===== src/rtl/zone_max_stats.sv =====
// Tiles a raster stream of per-pixel max values into zones and emits one max per zone in raster zone order.
// Optional build macro ZONE_MEAN_EN adds a zone_mean output backed by a parallel sum buffer.
module zone_max_stats #(
  parameter int unsigned DATA_WIDTH = 8,
  parameter int unsigned IMG_W      = 64,
  parameter int unsigned IMG_H      = 32,
  parameter int unsigned ZONE_W     = 16,
  parameter int unsigned ZONE_H     = 8,
  localparam int unsigned NZX  = IMG_W / ZONE_W,
  localparam int unsigned NZY  = IMG_H / ZONE_H,
  localparam int unsigned ZX_W = (NZX > 1) ? $clog2(NZX) : 1,
  localparam int unsigned ZY_W = (NZY > 1) ? $clog2(NZY) : 1
) (
  input  logic                  clk,
  input  logic                  rst,
  input  logic                  in_valid,
  input  logic                  in_sof,
  input  logic [DATA_WIDTH-1:0] in_data,
  output logic                  zone_valid,
  output logic [DATA_WIDTH-1:0] zone_max,
  output logic [ZX_W-1:0]       zone_x,
  output logic [ZY_W-1:0]       zone_y,
  output logic                  frame_done,
`ifdef ZONE_MEAN_EN
  output logic [DATA_WIDTH-1:0] zone_mean,
`endif
  output logic                  sof_err
);

  localparam int unsigned PX_W = (ZONE_W > 1) ? $clog2(ZONE_W) : 1;
  localparam int unsigned LN_W = (ZONE_H > 1) ? $clog2(ZONE_H) : 1;

  typedef enum logic {IDLE, RUN} state_t;

  state_t                state_q, state_d;
  logic [PX_W-1:0]       px_q, px_d, cur_px;
  logic [ZX_W-1:0]       col_q, col_d, cur_col;
  logic [LN_W-1:0]       line_q, line_d, cur_line;
  logic [ZY_W-1:0]       row_q, row_d, cur_row;
  logic [DATA_WIDTH-1:0] acc_q, acc_d, merged_max;
  logic [DATA_WIDTH-1:0] max_buf [NZX];
  logic                  start, accept, first_pix;
  logic                  seg_last, col_last, line_last, row_last, frame_last;
  logic                  buf_we, zone_valid_d, frame_done_d, sof_err_d;

`ifdef ZONE_MEAN_EN
  localparam int unsigned MEAN_SH = $clog2(ZONE_W * ZONE_H);
  localparam int unsigned SUM_W   = DATA_WIDTH + MEAN_SH;
  logic [SUM_W-1:0] sum_q, sum_d, merged_sum;
  logic [SUM_W-1:0] sum_buf [NZX];
`endif

  // An in_sof pixel always restarts the raster at (0,0), whatever the counters say.
  always_comb begin
    start      = in_valid & in_sof;
    accept     = in_valid & (start | (state_q == RUN));
    first_pix  = (px_q == '0) && (col_q == '0) && (line_q == '0) && (row_q == '0);
    cur_px     = start ? '0 : px_q;
    cur_col    = start ? '0 : col_q;
    cur_line   = start ? '0 : line_q;
    cur_row    = start ? '0 : row_q;
    seg_last   = (cur_px == PX_W'(ZONE_W - 1));
    col_last   = (cur_col == ZX_W'(NZX - 1));
    line_last  = (cur_line == LN_W'(ZONE_H - 1));
    row_last   = (cur_row == ZY_W'(NZY - 1));
    frame_last = seg_last & col_last & line_last & row_last;
    acc_d      = ((cur_px == '0) || (in_data > acc_q)) ? in_data : acc_q;
    merged_max = ((cur_line == '0) || (acc_d >= max_buf[cur_col])) ? acc_d : max_buf[cur_col];
`ifdef ZONE_MEAN_EN
    sum_d      = (cur_px == '0) ? SUM_W'(in_data) : sum_q + SUM_W'(in_data);
    merged_sum = (cur_line == '0) ? sum_d : sum_d + sum_buf[cur_col];
`endif
  end

  // Next-state, counter advance and output strobes.
  always_comb begin
    state_d      = state_q;
    px_d         = px_q;
    col_d        = col_q;
    line_d       = line_q;
    row_d        = row_q;
    buf_we       = 1'b0;
    zone_valid_d = 1'b0;
    frame_done_d = 1'b0;
    sof_err_d    = start & (state_q == RUN) & ~first_pix;
    if (accept) begin
      px_d   = seg_last ? '0 : cur_px + PX_W'(1);
      col_d  = cur_col;
      line_d = cur_line;
      row_d  = cur_row;
      if (seg_last) col_d = col_last ? '0 : cur_col + ZX_W'(1);
      if (seg_last && col_last) line_d = line_last ? '0 : cur_line + LN_W'(1);
      if (seg_last && col_last && line_last) row_d = row_last ? '0 : cur_row + ZY_W'(1);
      state_d      = frame_last ? IDLE : RUN;
      buf_we       = seg_last & ~line_last;
      zone_valid_d = seg_last & line_last;
      frame_done_d = frame_last;
    end
  end

  always_ff @(posedge clk) begin
    if (rst) begin
      state_q    <= IDLE;
      px_q       <= '0;
      col_q      <= '0;
      line_q     <= '0;
      row_q      <= '0;
      acc_q      <= '0;
      zone_valid <= 1'b0;
      zone_max   <= '0;
      zone_x     <= '0;
      zone_y     <= '0;
      frame_done <= 1'b0;
      sof_err    <= 1'b0;
`ifdef ZONE_MEAN_EN
      sum_q      <= '0;
      zone_mean  <= '0;
`endif
    end else begin
      state_q    <= state_d;
      px_q       <= px_d;
      col_q      <= col_d;
      line_q     <= line_d;
      row_q      <= row_d;
      zone_valid <= zone_valid_d;
      frame_done <= frame_done_d;
      sof_err    <= sof_err_d;
      if (accept) acc_q <= acc_d;
      if (zone_valid_d) begin
        zone_max <= merged_max;
        zone_x   <= cur_col;
        zone_y   <= cur_row;
      end
`ifdef ZONE_MEAN_EN
      if (accept) sum_q <= sum_d;
      if (zone_valid_d) zone_mean <= DATA_WIDTH'(merged_sum >> MEAN_SH);
`endif
    end
  end

  // Row buffer of partial zone results; always written before it is read.
  always_ff @(posedge clk) begin
    if (buf_we) begin
      max_buf[cur_col] <= merged_max;
`ifdef ZONE_MEAN_EN
      sum_buf[cur_col] <= merged_sum;
`endif
    end
  end

endmodule


===== config.mk =====
export PLATFORM = sky130hd
export DESIGN_NAME = zone_max_stats
export DESIGN_NICKNAME = d
export VERILOG_FILES = /design/src/rtl/zone_max_stats.sv
export SDC_FILE = /design/constraint.sdc
export NUM_CORES = 1
export LEC_CHECK = 0
export BUFFER_PORTS_ARGS = -buffer_cell sky130_fd_sc_hd__buf_2
export CORE_UTILIZATION = 60
export CTS_CLUSTER_SIZE = 30
export DETAILED_ROUTE_END_ITERATION = 8
export PLACE_DENSITY = 0.85
export SLEW_MARGIN = 20
export SYNTH_ARGS = -nofsm -noshare
export SYNTH_HDL_FRONTEND = slang
export SYNTH_SLANG_ARGS = --single-unit
export TNS_END_PERCENT = 1

===== constraint.sdc =====
create_clock -name clk -period 4.6 [get_ports clk]
set_input_delay 0.46 -clock clk [delete_from_list [all_inputs] [get_ports clk]]
set_output_delay 0.46 -clock clk [all_outputs]
set_load 0.03 [all_outputs]

# Word-level counts from Yosys, hierarchy flattened
# Memories as Yosys holds them, arrays and structs flattened.
# Cells that the tools add are included.
classes:
  addsub: 4
  n_mul: 0
  n_div: 0
  magnitude_cmp: 2
  n_eq_ne: 4
  n_shift: 0
  n_mux: 18
  n_bitwise: 13
  n_reduce_logical: 14
ops:
  columns: ["cell", "n"]
  rows:
  - ["$mux 8", 2]
  - ["$mux 2", 6]
  - ["$and 1x1->1", 9]
  - ["$mux 3", 3]
  - ["$ge 8x8->1", 1]
  - ["$gt 8x8->1", 1]
  - ["$logic_not 4->1", 2]
  - ["$mux 4", 2]
  - ["$logic_not 3->1", 2]
  - ["$logic_and 1x1->1", 5]
  - ["$mux 1", 5]
  - ["$add 2x1->2 const B", 2]
  - ["$add 4x1->4 const B", 1]
  - ["$eq 2x2->1 const B", 2]
  - ["$eq 4x4->1 const B", 1]
  - ["$logic_not 2->1", 2]
  - ["$add 3x1->3 const B", 1]
  - ["$eq 3x3->1 const B", 1]
  - ["$not 1->1", 3]
  - ["$logic_or 1x1->1", 2]
  - ["$reduce_or 2->1", 1]
  - ["$or 1x1->1", 1]
word_totals:
  register_bits: 35
  latch_bits: 0
  mem_bits_rw: 32
  rom_bits: 0
  output_inout_bits: 15
  n_memories: 1
memory_table:
  columns: ["name", "depth", "width", "rd", "rd_ports_with_merged_regs", "wr", "line_no", "rtl"]
  rows:
  - ["max_buf", 4, 8, 1, 0, 1, "41", "logic [DATA_WIDTH-1:0] max_buf [NZX];"]

# Longest topological paths before layout
# Gate-level depths: netlist of run 1.
depth:
  ltp_word: 8
  depth_mapped: 17
  depth_no_buf: 15

# Worst setup path before layout of run 1
# No wires, ideal clock.
synth_timing:
  path_kind: "input port to flip-flop"
  start: "input in_valid"
  end: "memory max_buf[0][1], data pin"
  arrival_time_ns: 3.394
  required_time_ns: 4.416
  slack_ns: 1.022
  path_stages: 15
  path_buffers: 2
  path_cell_list: "nand2_1 > clkbuf_1 > and2_1 > inv_1 > ha_1 > o21ai_4 > nand3_2 > mux2i_1 > inv_1 > ha_1 > or4_4 > a21oi_2 > o31a_1 > clkbuf_2 > mux2i_1"
synth_between:
  elab_chain_cells: 8
  word_cells_on_any_way: 12
  cone_classes: "order compare (1); mux (5); bitwise (1); reduce/logical (4); memory (1)"
synth_lines:
  columns: ["element", "line_no", "rtl"]
  rows:
  - ["start, declared", "16", "input logic in_valid,"]
  - ["$and 1x1->1 *", "55", "start = in_valid & in_sof;"]
  - ["$mux 4 *", "58", "cur_px = start ? '0 : px_q;"]
  - ["$logic_not 4->1 *", "67", "acc_d = ((cur_px == '0) || (in_data > acc_q)) ? in_data : acc_q;"]
  - ["$logic_or 1x1->1 *", "67", null]
  - ["$mux 8 *", "67", null]
  - ["named net acc_d[1]", "40", "logic [DATA_WIDTH-1:0] acc_q, acc_d, merged_max;"]
  - ["$ge 8x8->1", "68", "merged_max = ((cur_line == '0) || (acc_d >= max_buf[cur_col])) ? acc_d : max_buf[cur_col];"]
  - ["$logic_or 1x1->1", "68", null]
  - ["$mux 8 *", "68", null]
  - ["named net merged_max[1]", "40", null]
  - ["end, declared", "41", null]
# Mark *: on every way through the listed nets, which the timed path passes. The rest lies on a longest branch.

# Final worst setup path of run 1
layout_timing:
  start: "register acc_q[7]"
  end: "memory max_buf[2][4], data pin"
layout_between:
  elab_chain_cells: 6
layout_lines:
  columns: ["element", "line_no", "rtl"]
  rows:
  - ["start, declared", "40", null]
  - ["start signal, assigned", "108", "acc_q <= '0;"]
  - ["start signal, assigned", "128", "if (accept) acc_q <= acc_d;"]
  - ["$gt 8x8->1", "67", null]
  - ["$logic_or 1x1->1", "67", null]
  - ["$mux 8", "67", null]
  - ["named net acc_d[6]", "40", null]
  - ["$ge 8x8->1", "68", null]
  - ["$logic_or 1x1->1", "68", null]
  - ["$mux 8", "68", null]
  - ["named net merged_max[4]", "40", null]
# The timed path passes the listed nets, and every way through them passes these cells.

==> metrics.txt, run 1 <==
drt initial violations 152; Ant. Diodes 0; IO buf count 26; Worst-Skew Late Latency 0.37 ns; Synth top area share 0.270; Synth cell types 53; vias in the first global route 2613; DR WL/cell approximately 17 um; RD Place Congestion 0.795; most frequent cells after synthesis dfxtp_1, a21oi_1, nor2_1, edfxtp_1, mux2i_1; Synth Register Bits 67; Achievable Freq 0.247 GHz; die width 79.1 um; syn_area_per_cell 10.3 sq um; Die ar. 0.00625 sq mm; Switching Fraction 0.283; # nets final ~410; part of the cycle the worst path needs 0.880; biggest area consumer among synthesized cells edfxtp_1; CP bufs+invs 2; GRT Residual Overflow 0; CTS resizes 0; post-route ant nets 0; Worst Path Max Fanout 8; critical-path cell list inv_1 > ha_1 > a21oi_1 > o21ai_0 > o21ai_1 > nand3_2 > mux2i_1 > inv_1 > ha_1 > a21o_1 > a221oi_2 > o31a_1 > mux2i_1; Post-DP HPWL 5.12 mm; slew margin rel. 0.297; worst slew pin tran 1.05 ns; clock share of power 0.399; Gate power share 0.087; most frequent cell after synthesis dfxtp_1; initial antenna violation count 0; CP max stage delay about 0.48 ns; min Tclk post-route 4.05 ns; syn_nets 384; Post-CTS Hold Buffers 0; clock-pin transition on the worst setup and hold timing paths 0.09 ns; Max-Cap Viols 0; status finished clean; power density over the cells ~320 mW/mm^2; design internal power 889 uW; Pre-antenna DRT Iters 4; Setup Skew roughly 0.011 ns; vias per cell approximately 6.0; final setup fails 0; core footprint roughly 0.0056 sq mm; CP startpoint kind flop; unrepaired setup endpoints after global routing no; min-delay worst type input port to flop; H-tree depth 3; clk root buf clkbuf_8; Residual DRC 0; final setup TNS 0 ns; number of enable flip-flop cells after synthesis 32; Post-synth ARST share 0; I/O Pins 27; Starting Density 0.635; postcts setup bufs 0; largest net degree at the start of global routing 35; final slew viol count 0; DIE HEIGHT a little under 80 um; Main synth FF type dfxtp_1; total global-route track usage 0.271; first-pass GRT wire length 12.5 mm; routed wire length approximately 7.5 mm; total number of vias 2683; critical path arrival 4.18 ns; Syn Inst Count 346; slowest cell on the critical path o31a_1; worst vdd ir 0.272 mV; Power, Total 1.24 mW; # rows 27; Crit Path Class flop to flop; Synth warnings 0; CTS Buf Count 9; CTS tree yes; sequential share of power 0.514; CP required 4.73 ns; Final Hold Fails 0; CP Capture Type flop; clock buffer depth 2; Synth area leaders edfxtp_1, dfxtp_1, ha_1; CP top delay family compound AO/OA/AOI/OAI gates; Area Overhead vs Synth 9.87%; switching power total 351 uW; final hold slack 0.360 ns; mapped cell area roughly 0.0036 sq mm; sequential area share after synthesis 0.466; leak pwr between 1.5 and 2 nW; clk sinks 67; share of layout cells above drive strength 1 0.176
[cells by family after synthesis]
logic type	Yosys count	synth area share
compound gates	76	0.143
xor+xnor	3	0.00737
fa+ha+maj	26	0.0913
buf+inv	41	0.0509
flops	67	0.466
mux	33	0.0937
simple gates	100	0.147
[state kept, by name, summed over array words and instances, names as in the netlist]
signal,count
acc_q,8
col_q,2
frame_done,1
line_q,3
max_buf,32
px_q,4
row_q,2
sof_err,1
state_q,1
zone_max,8
zone_valid,1
zone_x,2
zone_y,2
[final timing paths]
kind	start	end	slack, ns	cells after the start
hold / removal	in_data[7]	acc_q[7]	0.36	3
hold reg to reg	zone_x[1]	zone_x[1]	0.47	2
setup reg to reg	acc_q[7]	max_buf[2][4]	0.55	13
setup / recovery	acc_q[7]	max_buf[2][4]	0.55	13
[area by class of cell]
type	instances	area, sq um
Multi-Input combinational cell	238	1720
Clock inverter	7	76.3
Inverter	24	90.1
Fill cell	419	1690
Tap cell	72	90.1
Sequential cell	67	1660
Timing Repair Buffer	29	153
Clock buffer	9	124
[worst min-delay path, delay by kind of cell]
kind	cells	cell delay, ns
buf+inv	1	0.10
simple gates	1	0.07
mux	1	0.06
[metal layers]
metal / share of wire / vias to the layer above / wire [um] / track usage
met5: 0 / - / 0 / 0
met4: 0.027 / 0 / 202 / 0.129
met3: 0.061 / 18 / 463 / 0.0874
met2: 0.48 / 80 / 3600 / 0.429
met1: 0.43 / 1281 / 3280 / 0.334
li1: - / 1304 / - / -
[cell usage in the layout, fill, tap and decap left out, drive strengths merged, types with 2 or more instances in the layout]
cell type,n
dfxtp,35
a21oi,35
nor2,34
mux2i,33
edfxtp,32
inv,30
buf,29
ha,26
nand2,25
and2,11
o21ai,11
nor3,10
clkbuf,9
o221ai,8
o22ai,8
a22oi,4
nand3,4
nor2b,3
nand4,2
and3,2
and4b,2
nor4,2
xnor2,2
or4,2
[power groups by stage]
stage	logic (mW)	registers, mW	clock network (mW)
after floorplan	0.0775	0.650	0
after CTS	0.107	0.637	0.497
after global placement	0.101	0.651	0
final	0.107	0.638	0.494
after detailed placement	0.105	0.651	0
after global routing	0.121	0.639	0.524
[per-stage QoR]
stage / worst slack (ns) / cells / utilization / instance area, sq um
3_5_place_dp: 0.521 / 430 / 0.662 / 3710
6_report: 0.551 / 446 / 0.698 / 3920
3_3_place_gp: 0.596 / 430 / 0.662 / 3710
5_1_grt: 0.327 / 446 / 0.698 / 3920
4_1_cts: 0.637 / 446 / 0.698 / 3920
2_1_floorplan: 1.02 / 346 / - / 3560
(Power assumes the default switching activity.)
==> run 2: changes to the inputs <==
Settings changed: CAP_MARGIN from default to 30, CORE_MARGIN from default to 5.
Clock period 4.6 ns to 4.7 ns, I/O delays scaled along.
==> run 2 against run 1 <==
  * Global-route usage fell by 5.5 points
  * Hold slack improved by 0.037 ns
  * Setup slack improved by 0.12 ns
  * Clock power fell by 7.9%
  * Critical path type unchanged
  * Critical endpoint unchanged
  * Highest routed layer unchanged
==> metrics.txt, run 2 (synthesis results as in run 1) <==
H-tree depth 3 (unchanged); Final Hold Fails 0 (unchanged); Post-CTS Hold Buffers 0 (unchanged); Achievable Freq 0.248 GHz (was 0.247 GHz); Residual DRC 0 (unchanged); commonest non-fill, non-tap cell in the layout dfxtp_1 (unchanged); Area Overhead vs Synth 9.66% (was 9.87%); final hold slack 0.397 ns (was 0.360 ns); Worst Path Max Fanout 8 (unchanged); FF+latch area 0.00166 sq mm (unchanged); Post-DP HPWL 5.37 mm (was 5.12 mm); RD Place Congestion 0.850 (was 0.795); # nets final 407 (unchanged); power density over the cells 303 mW/mm^2 (was 317 mW/mm^2); CP bufs+invs 2 (unchanged); CTS Buf Count 9 (unchanged); min-delay worst type input port to flop (unchanged); worst vdd ir 0.229 mV (was 0.272 mV); R2R Setup Slk 0.67 ns (was 0.55 ns); GR Util met2 0.356 (was 0.429); core footprint 0.00585 sq mm (was 0.00561 sq mm); die width 87.1 um (was 79.1 um); CTS resizes 0 (unchanged); Gate power share 0.088 (was 0.087); unrepaired setup endpoints after global routing no (unchanged); min Tclk post-route 4.03 ns (was 4.05 ns); design internal power 895 uW (was 889 uW); DIE HEIGHT 87.1 um (was 79.1 um); Regs by FF count max_buf: 32 flops, acc_q: 8 flops, zone_max: 8 flops (unchanged); slew margin rel. 0.530 (was 0.297); clk root buf clkbuf_8 (unchanged); Most Used Layer, Global Route met2 (unchanged); postcts setup bufs 0 (unchanged); slowest cell on the critical path o31a_1 (unchanged); CP top delay family compound AO/OA/AOI/OAI gates (unchanged); Finished Layout Cells 448 (was 446); first-pass GRT wire length 12.5 mm (about the same); clock share of power 0.384 (was 0.399); critical path arrival 4.14 ns (was 4.18 ns); total number of vias 2652 (was 2683); total global-route track usage 0.215 (was 0.271); final setup fails 0 (unchanged); Max-Cap Viols 0 (unchanged); Largest Register max_buf (unchanged); vias in the first global route 2677 (was 2613); # rows 28 (was 27); largest net degree at the start of global routing 35 (unchanged); Crit Path Class flop to flop (unchanged); Starting Density 0.609 (was 0.635); leak pwr 1.57 nW (was 1.59 nW); reg2reg path depth 12 (was 13); dpl cells 432 (was 430); Worst-Skew Late Latency 0.35 ns (was 0.37 ns); CP startpoint kind flop (unchanged); Ant. Diodes 0 (unchanged); IO buf count 26 (unchanged); clock buffer depth 2 (unchanged); DR WL/cell 16.9 um (about the same); CTS tree yes (unchanged); GR Util met1 0.270 (was 0.334); status finished clean (unchanged); routed wire length 7.55 mm (was 7.54 mm); Fillers 422 (was 419); Switching Fraction 0.243 (was 0.283); final slew viol count 0 (unchanged); switching power total 288 uW (was 351 uW); critical-path cell list inv_1 > ha_1 > nand4_1 > o21ai_1 > nand3_2 > mux2i_1 > inv_1 > ha_1 > a21o_1 > a221oi_2 > o31a_1 > mux2i_1 (was inv_1 > ha_1 > a21oi_1 > o21ai_0 > o21ai_1 > nand3_2 > mux2i_1 > inv_1 > ha_1 > a21o_1 > a221oi_2 > o31a_1 > mux2i_1); part of the cycle the worst path needs 0.858 (was 0.880); share of layout cells above drive strength 1 0.169 (was 0.176); clk sinks 67 (unchanged); I/O Pins 27 (unchanged); CP Capture Type flop (unchanged); Die ar. 0.00758 sq mm (was 0.00625 sq mm); drt initial violations 158 (was 152); CP max stage delay 0.50 ns (was 0.48 ns); GRT Residual Overflow 0 (unchanged); worst slew pin tran 0.700 ns (was 1.05 ns); met3 Usage GRT 0.0662 (was 0.0874); WHS Path Cells 3 (unchanged); commonest non-fill, non-tap cells in the layout dfxtp_1, a21oi_1, nor2_1 (unchanged); final setup TNS 0 ns (unchanged); Setup Skew 0.00941 ns (was 0.0109 ns); Pre-antenna DRT Iters 5 (was 4); sequential share of power 0.528 (was 0.514); Stages on worst setup path 12 (was 13); CP required 4.80 ns (was 4.73 ns); clock-pin transition on the worst setup and hold timing paths 0.07 ns (was 0.09 ns); initial antenna violation count 0 (unchanged); area of the multi-input gates 0.00172 sq mm (unchanged); post-route ant nets 0 (unchanged); vias per cell 5.92 (was 6.02); Largest register FFs 32 (unchanged)
run 2: power by group through the flow:
stage | logic [mW] | registers [mW] | clock network [mW]
CTS | 0.103 | 0.624 | 0.458
finish | 0.104 | 0.625 | 0.455
floorplan | 0.0758 | 0.636 | 0
global placement | 0.0989 | 0.637 | 0
global route | 0.117 | 0.625 | 0.486
detailed placement | 0.103 | 0.637 | 0
run 2: path summary, 6_finish.rpt:
kind              start       endpoint
max reg2reg    acc_q[7]  max_buf[2][4]
min          in_data[1]       acc_q[1]
min reg2reg   zone_x[1]      zone_x[1]
max            acc_q[7]  max_buf[2][4]
run 2: through the flow:
step / instance area (sq um) / worst slack [ns] / util / power [mW]
detailed placement: 3710 / 0.500 / 0.634 / 0.740
finish: 3910 / 0.667 / 0.668 / 1.18
CTS: 3890 / 0.689 / 0.665 / 1.19
floorplan: 3560 / 1.11 / - / 0.712
global route: 3910 / 0.439 / 0.668 / 1.23
global placement: 3710 / 0.622 / 0.634 / 0.736
run 2: cell type report:
class | count | area share
Clock inverter | 6 | 0.0147
Sequential cell | 67 | 0.425
Clock buffer | 9 | 0.0317
Multi-Input combinational cell | 238 | 0.440
Tap cell | 75 | 0.0240
Inverter | 24 | 0.0231
Timing Repair Buffer | 29 | 0.0410
run 2: tightest hold or removal path, delay by kind of cell:
family	cells	cell delay, ns
buffers and inverters	1	0.10
and+or+nand+nor	1	0.07
muxes	1	0.06
run 2: metal layers:
layer  wire [um]  part of all wire  up-vias
met2        3710              0.49       74
li1            -                 -     1290
met1        3370              0.45     1278
met5           0                 0        -
met3         380             0.050       10
met4          97             0.013        0
